==> config.mk <==
export PLATFORM = sky130hd
export DESIGN_NAME = instr_fetch
export DESIGN_NICKNAME = d
export VERILOG_FILES = /design/src/rtl/mips_pkg.sv /design/src/rtl/pc_next_calc.sv /design/src/rtl/instr_fetch.sv
export SDC_FILE = /design/constraint.sdc
export NUM_CORES = 1
export LEC_CHECK = 0
export BUFFER_PORTS_ARGS = -buffer_cell sky130_fd_sc_hd__buf_2
export CORE_MARGIN = 3
export CORE_UTILIZATION = 41
export CTS_BUF_LIST = sky130_fd_sc_hd__clkbuf_8 sky130_fd_sc_hd__clkbuf_16
export DETAILED_ROUTE_END_ITERATION = 16
export GPL_TIMING_DRIVEN = 0
export PLACE_DENSITY = 0.72
export SYNTH_ARGS = -nofsm -noshare
export SYNTH_HDL_FRONTEND = slang
export SYNTH_HIERARCHICAL = 1
export SYNTH_SLANG_ARGS = --single-unit
==> constraint.sdc <==
create_clock -name clk -period 4.4 [get_ports clk]
set_input_delay 0.66 -clock clk [delete_from_list [all_inputs] [get_ports clk]]
set_output_delay 0.66 -clock clk [all_outputs]
set_load 0.005 [all_outputs]
==> src/rtl/mips_pkg.sv <==
// Shared MIPS core definitions: widths, opcodes and fetch FSM encoding.
// Imported by the fetch stage and its next-PC helper.
package mips_pkg;

  localparam int INSTR_W  = 32;
  localparam int OPCODE_W = 6;

  localparam logic [OPCODE_W-1:0] OP_LW  = 6'd0;
  localparam logic [OPCODE_W-1:0] OP_SW  = 6'd1;
  localparam logic [OPCODE_W-1:0] OP_R   = 6'd2;
  localparam logic [OPCODE_W-1:0] OP_BEQ = 6'd3;
  localparam logic [OPCODE_W-1:0] OP_J   = 6'd4;

  typedef enum logic [1:0] {
    IDLE = 2'd0,
    REQ  = 2'd1,
    HOLD = 2'd2
  } fetch_state_e;

endpackage

==> src/rtl/pc_next_calc.sv <==
// Combinational next-PC: sequential, PC-relative branch or pseudo-direct jump.
// Jump wins over branch; all arithmetic wraps at the PC width.
module pc_next_calc
  import mips_pkg::*;
#(
  parameter int AW = 32
) (
  input  logic [AW-1:0] pc_i,
  input  logic          br_taken_i,
  input  logic [15:0]   br_imm_i,
  input  logic          jmp_en_i,
  input  logic [25:0]   jmp_idx_i,
  output logic [AW-1:0] next_pc_o
);

  logic [AW-1:0] pc4;
  logic [AW-1:0] jaddr;
  logic [AW-1:0] boff;
  logic [27:0]   jlow;
  logic [17:0]   boff18;

  assign pc4    = pc_i + AW'(4);
  assign jlow   = {jmp_idx_i, 2'b00};
  assign boff18 = {br_imm_i, 2'b00};

  // Narrow PCs simply drop the upper bits of the target/offset.
  if (AW > 28) begin : g_jwide
    assign jaddr = {pc4[AW-1:28], jlow};
  end else begin : g_jnarrow
    assign jaddr = jlow[AW-1:0];
  end

  if (AW > 18) begin : g_bwide
    assign boff = {{(AW-18){br_imm_i[15]}}, boff18};
  end else begin : g_bnarrow
    assign boff = boff18[AW-1:0];
  end

  always_comb begin
    next_pc_o = pc4;
    if (jmp_en_i) begin
      next_pc_o = jaddr;
    end else if (br_taken_i) begin
      next_pc_o = pc4 + boff;
    end
  end

endmodule

==> src/rtl/instr_fetch.sv <==
// Instruction fetch stage: req/ack imem port, valid/ready to decode.
// Define IF_PERF_CNT_EN to build the perf_fetch/perf_stall counters.
module instr_fetch
  import mips_pkg::*;
#(
  parameter int          AW       = 32,
  parameter logic [AW-1:0] RESET_PC = '0
) (
  input  logic                clk,
  input  logic                rst_n,
  output logic                imem_req,
  output logic [AW-1:0]       imem_addr,
  input  logic                imem_ack,
  input  logic [INSTR_W-1:0]  imem_rdata,
  output logic                if_valid,
  input  logic                if_ready,
  output logic [INSTR_W-1:0]  if_instr,
  output logic [OPCODE_W-1:0] if_opcode,
  output logic [AW-1:0]       if_pc,
  input  logic                br_taken,
  input  logic [15:0]         br_imm,
  input  logic                jmp_en,
  input  logic [25:0]         jmp_idx,
  output logic [31:0]         perf_fetch,
  output logic [31:0]         perf_stall
);

  fetch_state_e       state_q, state_d;
  logic [AW-1:0]      pc_q, pc_d;
  logic [AW-1:0]      ifpc_q, ifpc_d;
  logic [INSTR_W-1:0] instr_q, instr_d;
  logic [AW-1:0]      next_pc;
  logic               hs;

  pc_next_calc #(
    .AW(AW)
  ) u_pc_next (
    .pc_i      (ifpc_q),
    .br_taken_i(br_taken),
    .br_imm_i  (br_imm),
    .jmp_en_i  (jmp_en),
    .jmp_idx_i (jmp_idx),
    .next_pc_o (next_pc)
  );

  assign hs = (state_q == HOLD) && if_ready;

  always_comb begin
    state_d = state_q;
    pc_d    = pc_q;
    ifpc_d  = ifpc_q;
    instr_d = instr_q;
    unique case (state_q)
      IDLE: state_d = REQ;
      REQ: begin
        if (imem_ack) begin
          instr_d = imem_rdata;
          ifpc_d  = pc_q;
          state_d = HOLD;
        end
      end
      HOLD: begin
        if (if_ready) begin
          pc_d    = next_pc;
          state_d = REQ;
        end
      end
      default: state_d = IDLE;
    endcase
  end

  always_ff @(posedge clk or negedge rst_n) begin
    if (!rst_n) begin
      state_q <= IDLE;
      pc_q    <= RESET_PC;
      ifpc_q  <= RESET_PC;
      instr_q <= '0;
    end else begin
      state_q <= state_d;
      pc_q    <= pc_d;
      ifpc_q  <= ifpc_d;
      instr_q <= instr_d;
    end
  end

  assign imem_req  = (state_q == REQ);
  assign imem_addr = pc_q;
  assign if_valid  = (state_q == HOLD);
  assign if_instr  = instr_q;
  assign if_opcode = instr_q[31:26];
  assign if_pc     = ifpc_q;

`ifdef IF_PERF_CNT_EN
  logic [31:0] fetch_q;
  logic [31:0] stall_q;

  always_ff @(posedge clk or negedge rst_n) begin
    if (!rst_n) begin
      fetch_q <= '0;
      stall_q <= '0;
    end else begin
      if (hs) fetch_q <= fetch_q + 32'd1;
      if (if_valid && !if_ready) stall_q <= stall_q + 32'd1;
    end
  end

  assign perf_fetch = fetch_q;
  assign perf_stall = stall_q;
`else
  assign perf_fetch = 32'd0;
  assign perf_stall = 32'd0;
`endif

endmodule

=== Word-level counts from Yosys, hierarchy flattened ===
Cells that the tools add are included.

* $add $sub $neg: 2
* Eq/ne operators: 4
* Muxes and demuxes: 5
* Reductions and logical operators: 4

{| class="wikitable"
|+ Operators by type and width
! cell !! count
|-
| 2-to-1 mux 32 bit || 2
|-
| adder 32 x 3 -> 32 bit, second input constant || 1
|-
| adder 32 bit || 1
|-
| case mux 2 bit (3 select lines) || 1
|-
| AND reduction 2 bit || 3
|-
| 2-to-1 mux 2 bit || 2
|-
| != test 2 x 1 -> 1 bit, second input constant || 2
|-
| equality test 2 x 1 -> 1 bit, second input constant || 1
|-
| equality test 2 bit, second input constant || 1
|-
| zero test 2 bit || 1
|}

* Register bits after elaboration: 98
* Input port bits: 80
* Output and inout port bits: 168
* Word-level logic and storage cells: 19

=== Longest topological paths before layout ===
Gate-level depths: netlist (run 1).

* Depth after elaboration: 4
* Mapped depth: 15
* Mapped depth without buffers: 15

=== Hierarchy ===
The synthesis (run 1) kept the hierarchy.

{| class="wikitable"
|+ By module, submodules not included
! module !! times used !! cells each !! area each (sq um) !! seq. area each (sq um)
|-
| instr_fetch || 1 || 283 || 4466.8 || 2452.4
|-
| pc_next_calc || 1 || 429 || 2890.3 || 0.0
|}

=== Worst setup path after synthesis (run 1) ===
Ideal clock, no wire load.

* Kind: flip-flop to flip-flop
* From: reg ifpc_q[4] (netlist: if_pc[4])
* To: reg pc_q[30] (netlist: imem_addr[30])
* Library setup time: 125 ps
* Arrival: 3343 ps
* Required time: 4275 ps
* Setup slack: 933 ps
* Cell stages (with the launch flop): 15
* Buffers on the path: 0
* Period minus slack after synthesis: 3467 ps
* Cells stage by stage: dfrtp_1 nand4_1 nor3_1 nand3_2 nor2_1 xor2_1 ha_1 nand2_1 o21ai_0 nor3_1 o211a_1 o41ai_1 xor2_1 mux2_2 mux2_2

* Word-level cells in the longest chain between the ends: 4

{| class="wikitable"
|+ RTL lines
! what !! line !! text
|-
| from (decl) || instr_fetch.sv:30 || <nowiki>logic [AW-1:0] ifpc_q, ifpc_d;</nowiki>
|-
| from (signal assigned) || instr_fetch.sv:81 || <nowiki>ifpc_q <= ifpc_d;</nowiki>
|-
| adder 32 x 3 -> 32 bit * || pc_next_calc.sv:22 || <nowiki>assign pc4 = pc_i + AW'(4);</nowiki>
|-
| adder 32 bit || pc_next_calc.sv:44 || <nowiki>next_pc_o = pc4 + boff;</nowiki>
|-
| 2-to-1 mux 32 bit || pc_next_calc.sv:43 || <nowiki>end else if (br_taken_i) begin</nowiki>
|-
| 2-to-1 mux 32 bit * || pc_next_calc.sv:41 || <nowiki>if (jmp_en_i) begin</nowiki>
|-
| via next_pc[30] || instr_fetch.sv:32 || <nowiki>logic [AW-1:0] next_pc;</nowiki>
|-
| to (signal assigned) || instr_fetch.sv:80 || <nowiki>pc_q <= pc_d;</nowiki>
|-
| to (decl) || instr_fetch.sv:29 || <nowiki>logic [AW-1:0] pc_q, pc_d;</nowiki>
|}

The timed path passes the listed nets; every way through them passes the cells marked *.
A chain may end at the register's enable or synchronous reset.

=== Worst setup path after layout (run 1) ===
Same ends and word-level chain as after synthesis.

==> results of run 1 <==
[power groups by stage]
stage	Sequential (mW)	Clock (mW)	Combinational, mW
after CTS	1.75	0.864	3.53
final	1.75	0.845	3.54
after floorplan	1.73	0	2.42
after global placement	1.74	0	3.46
after detailed placement	1.76	0	3.51
after global routing	1.83	0.894	3.90
[layout make-up]
cell class	instances	share of cell area, %
Timing Repair Buffer	183	10.3
Buffer	92	8.08
Inverter	13	0.533
Clock inverter	7	1.08
Clock buffer	9	2.46
Antenna cell	3	0.0819
Sequential cell	98	26.8
Tap cell	225	3.07
Multi-Input combinational cell	572	47.7
[synth_stat cells (6+ instances only)]
master / n
buf_4: 74
xor2_1: 13
nand3_1: 16
mux2_2: 49
clkbuf_1: 8
dfrtp_1: 98
a21o_1: 13
ha_1: 37
nand2_1: 48
mux2_4: 49
inv_1: 12
nand4_1: 12
o21ai_0: 34
nor3_1: 10
a21oi_1: 40
and3_1: 9
nor2_1: 38
xnor2_1: 28
a31oi_1: 6
[cell families after synthesis]
| logic type | share of synthesized area (%) |
|---|---|
| mux | 18.2 |
| buf+inv | 10.7 |
| compound gates | 14.6 |
| fa+ha+maj | 6.56 |
| xor+xnor | 4.88 |
| simple gates | 11.6 |
| flops | 33.3 |
| other cells | 0.0510 |
[critical path: cells and delay by family, from the launching register on]
kind,cells,cell delay (ns)
XOR/XNOR,2,0.40
adder cells (fa/ha/maj),1,0.21
multiplexers,2,0.56
flip-flops,1,0.51
AO/OA/AOI/OAI,3,0.99
AND/OR/NAND/NOR,6,1.40
[state kept, by name (all words and copies together), names as in the netlist]
register	cells
if_pc	32
imem_addr	32
state_q	2
if_instr	32
[metal layers]
layer,global-route usage [%],part of all wire [%],up-vias
li1,-,-,2981
met5,0,0,-
met2,32.5,48,247
met3,4.23,7.9,32
met4,7.24,2.7,0
met1,24.5,42,2835
[worst paths after layout]
check	end	slack, ns	cells after the start
hold / removal	if_instr[5]$_DFFE_PN0P_	0.34	1
hold reg to reg	if_instr[7]$_DFFE_PN0P_	0.50	1
max in group asynchronous	imem_addr[17]$_DFFE_PN0P_	3.41	2
setup reg to reg	imem_addr[30]$_DFFE_PN0P_	0.21	14
setup / recovery	imem_addr[30]$_DFFE_PN0P_	0.21	14
min in group clk	if_instr[7]$_DFFE_PN0P_	0.50	1
[metrics by stage]
stage / hold slack, ns / util (%) / area, µm²
2_1_floorplan: 0.364 / - / 7590
3_3_place_gp: 0.484 / 50.4 / 8790
3_5_place_dp: 0.486 / 50.6 / 8820
4_1_cts: 0.351 / 52.5 / 9140
5_1_grt: 0.378 / 52.6 / 9160
6_report: 0.337 / 52.6 / 9160
==> flow_metrics.env, run 1 <==
export IMPL_status="finished, final reports clean"
export IMPL_synth_edf_count=0
export IMPL_drc=0
export IMPL_synth_cell_area_um2=7360
export IMPL_die_h_um=140
export IMPL_tritoncts="yes"
export IMPL_area_growth_syn_to_layout_pct=24.5
export IMPL_cts_buffer_depth=2
export IMPL_grt_pass1_vias=5742
export IMPL_seq_area_um2=2450
export IMPL_stdcell_count=1202
export IMPL_max_vdd_ir_drop_mv=0.385
export IMPL_grt_pass1_wl_mm=30.5
export IMPL_io_buffer_count=182
export IMPL_maxCapViolCount=0
export IMPL_num_rows=48
export IMPL_post_cts_resized=0
export IMPL_post_place_cells=1183
export IMPL_powerDensity_nw_per_um2=670
export IMPL_grt_max_degree=53
export IMPL_crit_path_max_incr_delay_ns=0.51
export IMPL_min_period_ns=4.19
export IMPL_ys_ff_latch=98
export IMPL_clk_pin_slew_ns=0.07
export IMPL_internal_power_mw=3.67
export IMPL_p_sw_mw=2.48
export IMPL_timing_fmax_ghz=0.239
export IMPL_cp_arrival_ns=4.42
export IMPL_crit_fanout=7
export IMPL_ys_seq_area_share_pct=33.3
export IMPL_finalSetupViolCount=0
export IMPL_r2r_start="if_pc[4]$_DFFE_PN0P_"
export IMPL_die_area_um2=19600
export IMPL_finalClockSkew_ns=0.00733
export IMPL_nFillCells=1628
export IMPL_cp_slowest_cell="dfrtp_1"
export IMPL_hp_class="in2async"
export IMPL_start_util_pct=42.2
export IMPL_dp_hpwl_mm=15.9
export IMPL_synth_distinct_cells=75
export IMPL_post_route_cells_drive_above_1_share_pct=41.7
export IMPL_final_common_cell="buf_2"
export IMPL_routed_via_density=5.07
export IMPL_cp_required_ns=4.63
export IMPL_wirelength_mm=19.5
export IMPL_hold_buffers=0
export IMPL_multi_input_comb_area_um2=4370
export IMPL_post_cts_setup_buffer_count=0
export IMPL_nets=1087
export IMPL_worst_slew_pin_slew_ns=0.626
export IMPL_io_pins=248
export IMPL_netlist_area_leader_share_pct=33.3
export IMPL_dr_total_vias=6095
export IMPL_clkLatencyLatePin_ns=0.34
export IMPL_grt_overflow=0
export IMPL_p_comb_share_pct=57.7
export IMPL_yosysWarnings=6
export IMPL_seq_power_share_pct=28.6
export IMPL_endpoint_kind="flip-flop"
export IMPL_synth_area_leader_cell="dfrtp_1"
export IMPL_path_class="reg2reg"
export IMPL_start_kind="flip-flop"
export IMPL_synth_area_leaders="dfrtp_1 33%, mux2_4 10%, buf_4 7.6%"
export IMPL_gp_congestion=0.896
export IMPL_cts_buffers=9
export IMPL_clockRootBuffer="clkbuf_16"
export IMPL_pre_cts_ws_ns=0.144
export IMPL_coreArea_um2=17400
export IMPL_wl_per_cell_um=16.2
export IMPL_fin_crit_sh_pct=95.2
export IMPL_crit_chain="nand4_1, nor3_2, nand3_2, nor2_1, xor2_1, ha_1, nand2_1, o21ai_0, nor3_1, o211a_1, o41ai_1, xor2_1, mux2_2, mux2_2"
export IMPL_leakagePower_nw=4.66
export IMPL_syn_inst=712
export IMPL_htree_levels=3
export IMPL_maxSlewHeadroom_pct=58.3
export IMPL_synth_flop_cell="dfrtp_1"
export IMPL_p_total_mw=6.14
export IMPL_syn_avg_cell_area_um2=10.3
export IMPL_fin_tns_setup_ns=0
export IMPL_firstDrtPassIters=5
export IMPL_ant_nets=0
export IMPL_synth_async_reset_ratio_pct=100
export IMPL_die_w_um=140
export IMPL_clkPwrFrac_pct=13.8
export IMPL_mostFrequentLayoutCells="181 x buf_2, 98 x dfrtp_1, 75 x buf_4"
export IMPL_antenna_found_initial=3
export IMPL_clkSinkCount=98
export IMPL_crit_start="if_pc[4]$_DFFE_PN0P_"
export IMPL_swShare_pct=40.3
export IMPL_drv_slew=0
export IMPL_hold_viol=0
export IMPL_first_iter_violations=503
export IMPL_track_usage_pct=19.3
export IMPL_worst_slack_ns=0.209
No activity file was read; power rests on OpenSTA's default activity.
==> run 2: changes to the inputs <==
--- a/config.mk
+++ b/config.mk
@@ -6,12 +6,13 @@
 export NUM_CORES = 1
 export LEC_CHECK = 0
 export BUFFER_PORTS_ARGS = -buffer_cell sky130_fd_sc_hd__buf_2
-export CORE_MARGIN = 3
+export CORE_MARGIN = 2
 export CORE_UTILIZATION = 41
 export CTS_BUF_LIST = sky130_fd_sc_hd__clkbuf_8 sky130_fd_sc_hd__clkbuf_16
 export DETAILED_ROUTE_END_ITERATION = 16
 export GPL_TIMING_DRIVEN = 0
 export PLACE_DENSITY = 0.72
+export SKIP_LAST_GASP = 1
 export SYNTH_ARGS = -nofsm -noshare
 export SYNTH_HDL_FRONTEND = slang
 export SYNTH_HIERARCHICAL = 1
==> constraint.sdc (replaced) <==
create_clock -name clk -period 4.2 [get_ports clk]
set_input_delay 0.63 -clock clk [delete_from_list [all_inputs] [get_ports clk]]
set_output_delay 0.63 -clock clk [all_outputs]
set_load 0.005 [all_outputs]
==> run 2 against run 1 <==
  * First-iteration DRC count fell by 0.40%
  * Core utilization stayed put
  * Hold slack worse by 0.070 ns
  * Via count is 0.87% lower
  * Clock power shrank 3.7%
  * Sequential share of layout area unchanged
  * Power increased by 3.9%
  * Count of clock-buffer cells in the layout up 1
==> flow_metrics.env, run 2 (synthesized netlist as in run 1, its figures left out) <==
export IMPL_status="finished, final reports clean"
export IMPL_tritoncts="yes"
export IMPL_dp_hpwl_mm=15.8
export IMPL_nFillCells=1589
export IMPL_start_kind="flip-flop"
export IMPL_clockRootBuffer="clkbuf_16"
export IMPL_fin_crit_sh_pct=96.8
export IMPL_top_usage_layer="met2"
export IMPL_first_iter_violations=501
export IMPL_max_vdd_ir_drop_mv=0.376
export IMPL_htree_levels=3
export IMPL_hp_class="in2async"
export IMPL_io_pins=248
export IMPL_grt_max_degree=60
export IMPL_hold_viol=0
export IMPL_maxSlewHeadroom_pct=60.9
export IMPL_routed_via_density=5.02
export IMPL_cp_slowest_cell="dfrtp_1"
export IMPL_timing_fmax_ghz=0.246
export IMPL_die_h_um=138
export IMPL_track_usage_pct=19.9
export IMPL_post_route_cells_drive_above_1_share_pct=41.7
export IMPL_hold_buffers=0
export IMPL_grt_pass1_wl_mm=29.1
export IMPL_drv_slew=0
export IMPL_die_w_um=138
export IMPL_gr_usage_met3_pct=3.76
export IMPL_crit_chain="ha_1, inv_1, nor3_2, and2_1, nand3_1, xnor2_1, ha_1, nand2_1, o21ai_0, a21o_1, a211oi_1, o21bai_1, a2111oi_0, nor4_1, mux2_2"
export IMPL_wl_per_cell_um=16.1
export IMPL_nets=1088
export IMPL_powerDensity_nw_per_um2=696
export IMPL_clkSinkCount=98
export IMPL_fin_area_um2=9160
export IMPL_antenna_found_initial=4
export IMPL_crit_fanout=8
export IMPL_cp_required_ns=4.43
export IMPL_leakagePower_nw=4.68
export IMPL_rsz0062_at_grt="true"
export IMPL_endpoint_kind="flip-flop"
export IMPL_path_class="reg2reg"
export IMPL_grt_pass1_vias=5632
export IMPL_clkLatencyLatePin_ns=0.34
export IMPL_start_util_pct=42.2
export IMPL_drc=0
export IMPL_crit_path_max_incr_delay_ns=0.47
export IMPL_coreArea_um2=17400
export IMPL_use_met2_pct=32.7
export IMPL_finalClockSkew_ns=0.00658
export IMPL_area_growth_syn_to_layout_pct=24.5
export IMPL_wirelength_mm=19.4
export IMPL_firstDrtPassIters=5
export IMPL_gp_congestion=0.894
export IMPL_cts_buffers=9
export IMPL_ant_nets=0
export IMPL_min_period_ns=4.06
export IMPL_final_common_cell="buf_2"
export IMPL_grt_overflow=0
export IMPL_finalSetupViolCount=0
export IMPL_grt_util_met1_pct=25.1
export IMPL_cp_arrival_ns=4.29
export IMPL_die_area_um2=19000
export IMPL_final_core_util_pct=52.6
export IMPL_clk_pin_slew_ns=0.07
export IMPL_cts_buffer_depth=2
export IMPL_dr_total_vias=6042
export IMPL_place_area_um2=8820
export IMPL_num_rows=48
export IMPL_worst_slew_pin_slew_ns=0.587
export IMPL_mostFrequentLayoutCells="181 x buf_2, 98 x dfrtp_1, 76 x buf_4"
export IMPL_crit_top_cell="ha_1"
export IMPL_io_buffer_count=182
export IMPL_maxCapViolCount=0
-- run 2: cell count changes in the layout (fill, tap and decap cells not counted) --
cell / delta
buf_4: +1
bufinv_16: -1
clkbuf_8: +1
clkinv_4: -1
diode_2: +1
inv_1: +1
inv_6: -1
nor3_2: -2
nor3_4: +2
o41ai_1: -1
o41ai_2: +1
-- run 2: critical path: cells and delay by family (launching register included) --
family	cells	cell delay [ns]
xor gates and xnor gates	1	0.26
adders and majority gates	2	0.64
AOI/OAI and AO/OA	5	1.20
and+or+nand+nor	5	1.01
DFF	1	0.47
buffers and inverters	1	0.08
muxes	1	0.28
-- run 2: power by group --
part | leakage (nW) | switching [mW] | total [mW] | internal [mW]
sequential | 1.18 | 0.437 | 1.84 | 1.40
clock | 0.146 | 0.340 | 0.814 | 0.473
combinational | 3.35 | 1.81 | 3.73 | 1.92
total | 4.68 | 2.59 | 6.38 | 3.79
-- run 2: final timing paths --
check	depth (start not counted)	from	slack (ns)	end
setup / recovery	15	if_pc[2]$_DFFE_PN0P_	0.14	imem_addr[28]$_DFFE_PN0P_
hold / removal	1	rst_n	0.27	if_instr[11]$_DFFE_PN0P_
setup reg to reg	15	if_pc[2]$_DFFE_PN0P_	0.14	imem_addr[28]$_DFFE_PN0P_
hold reg to reg	1	if_instr[9]$_DFFE_PN0P_	0.50	if_instr[9]$_DFFE_PN0P_
max in group asynchronous	2	rst_n	3.27	if_pc[27]$_DFFE_PN0P_
min in group clk	1	if_instr[9]$_DFFE_PN0P_	0.50	if_instr[9]$_DFFE_PN0P_
-- run 2: cell type report --
| class | count | area, µm² | area share, % |
|---|---|---|---|
| multi-input cells | 572 | 4390 | 47.9 |
| flip-flops and latches | 98 | 2450 | 26.8 |
| repair buffers | 184 | 948 | 10.4 |
| plain buffers | 92 | 741 | 8.08 |
| well taps | 225 | 282 | 3.07 |
| clock buffers | 10 | 239 | 2.61 |
| clock inverters | 5 | 55.1 | 0.601 |
| inverters | 13 | 48.8 | 0.533 |
| diodes | 4 | 10.0 | 0.109 |
-- run 2: through the flow --
step	hold slack, ns	power (mW)	TNS (ns)	instances	worst slack (ns)
floorplan	0.334	4.34	0	775	0.733
global placement	0.485	5.45	-0.00759	1182	-0.00759
detailed placement	0.488	5.52	-0.0259	1183	-0.0259
CTS	0.273	6.37	0	1198	0.0752
global route	0.302	6.85	-0.104	1203	-0.104
finish	0.267	6.38	0	1203	0.136
-- run 2: per-layer routing --
| metal | vias up | part of all wire [%] |
|---|---|---|
| met3 | 44 | 7.0 |
| met1 | 2766 | 42 |
| li1 | 2990 | - |
| met4 | 0 | 3.7 |
| met2 | 242 | 47 |
| met5 | - | 0 |
-- run 2: timing repair --
action                     4_1_cts  5_1_grt
resized for setup                2        4
buffers inserted                 0        1
pin swaps                        0        1
setup endpoints to repair        1        5
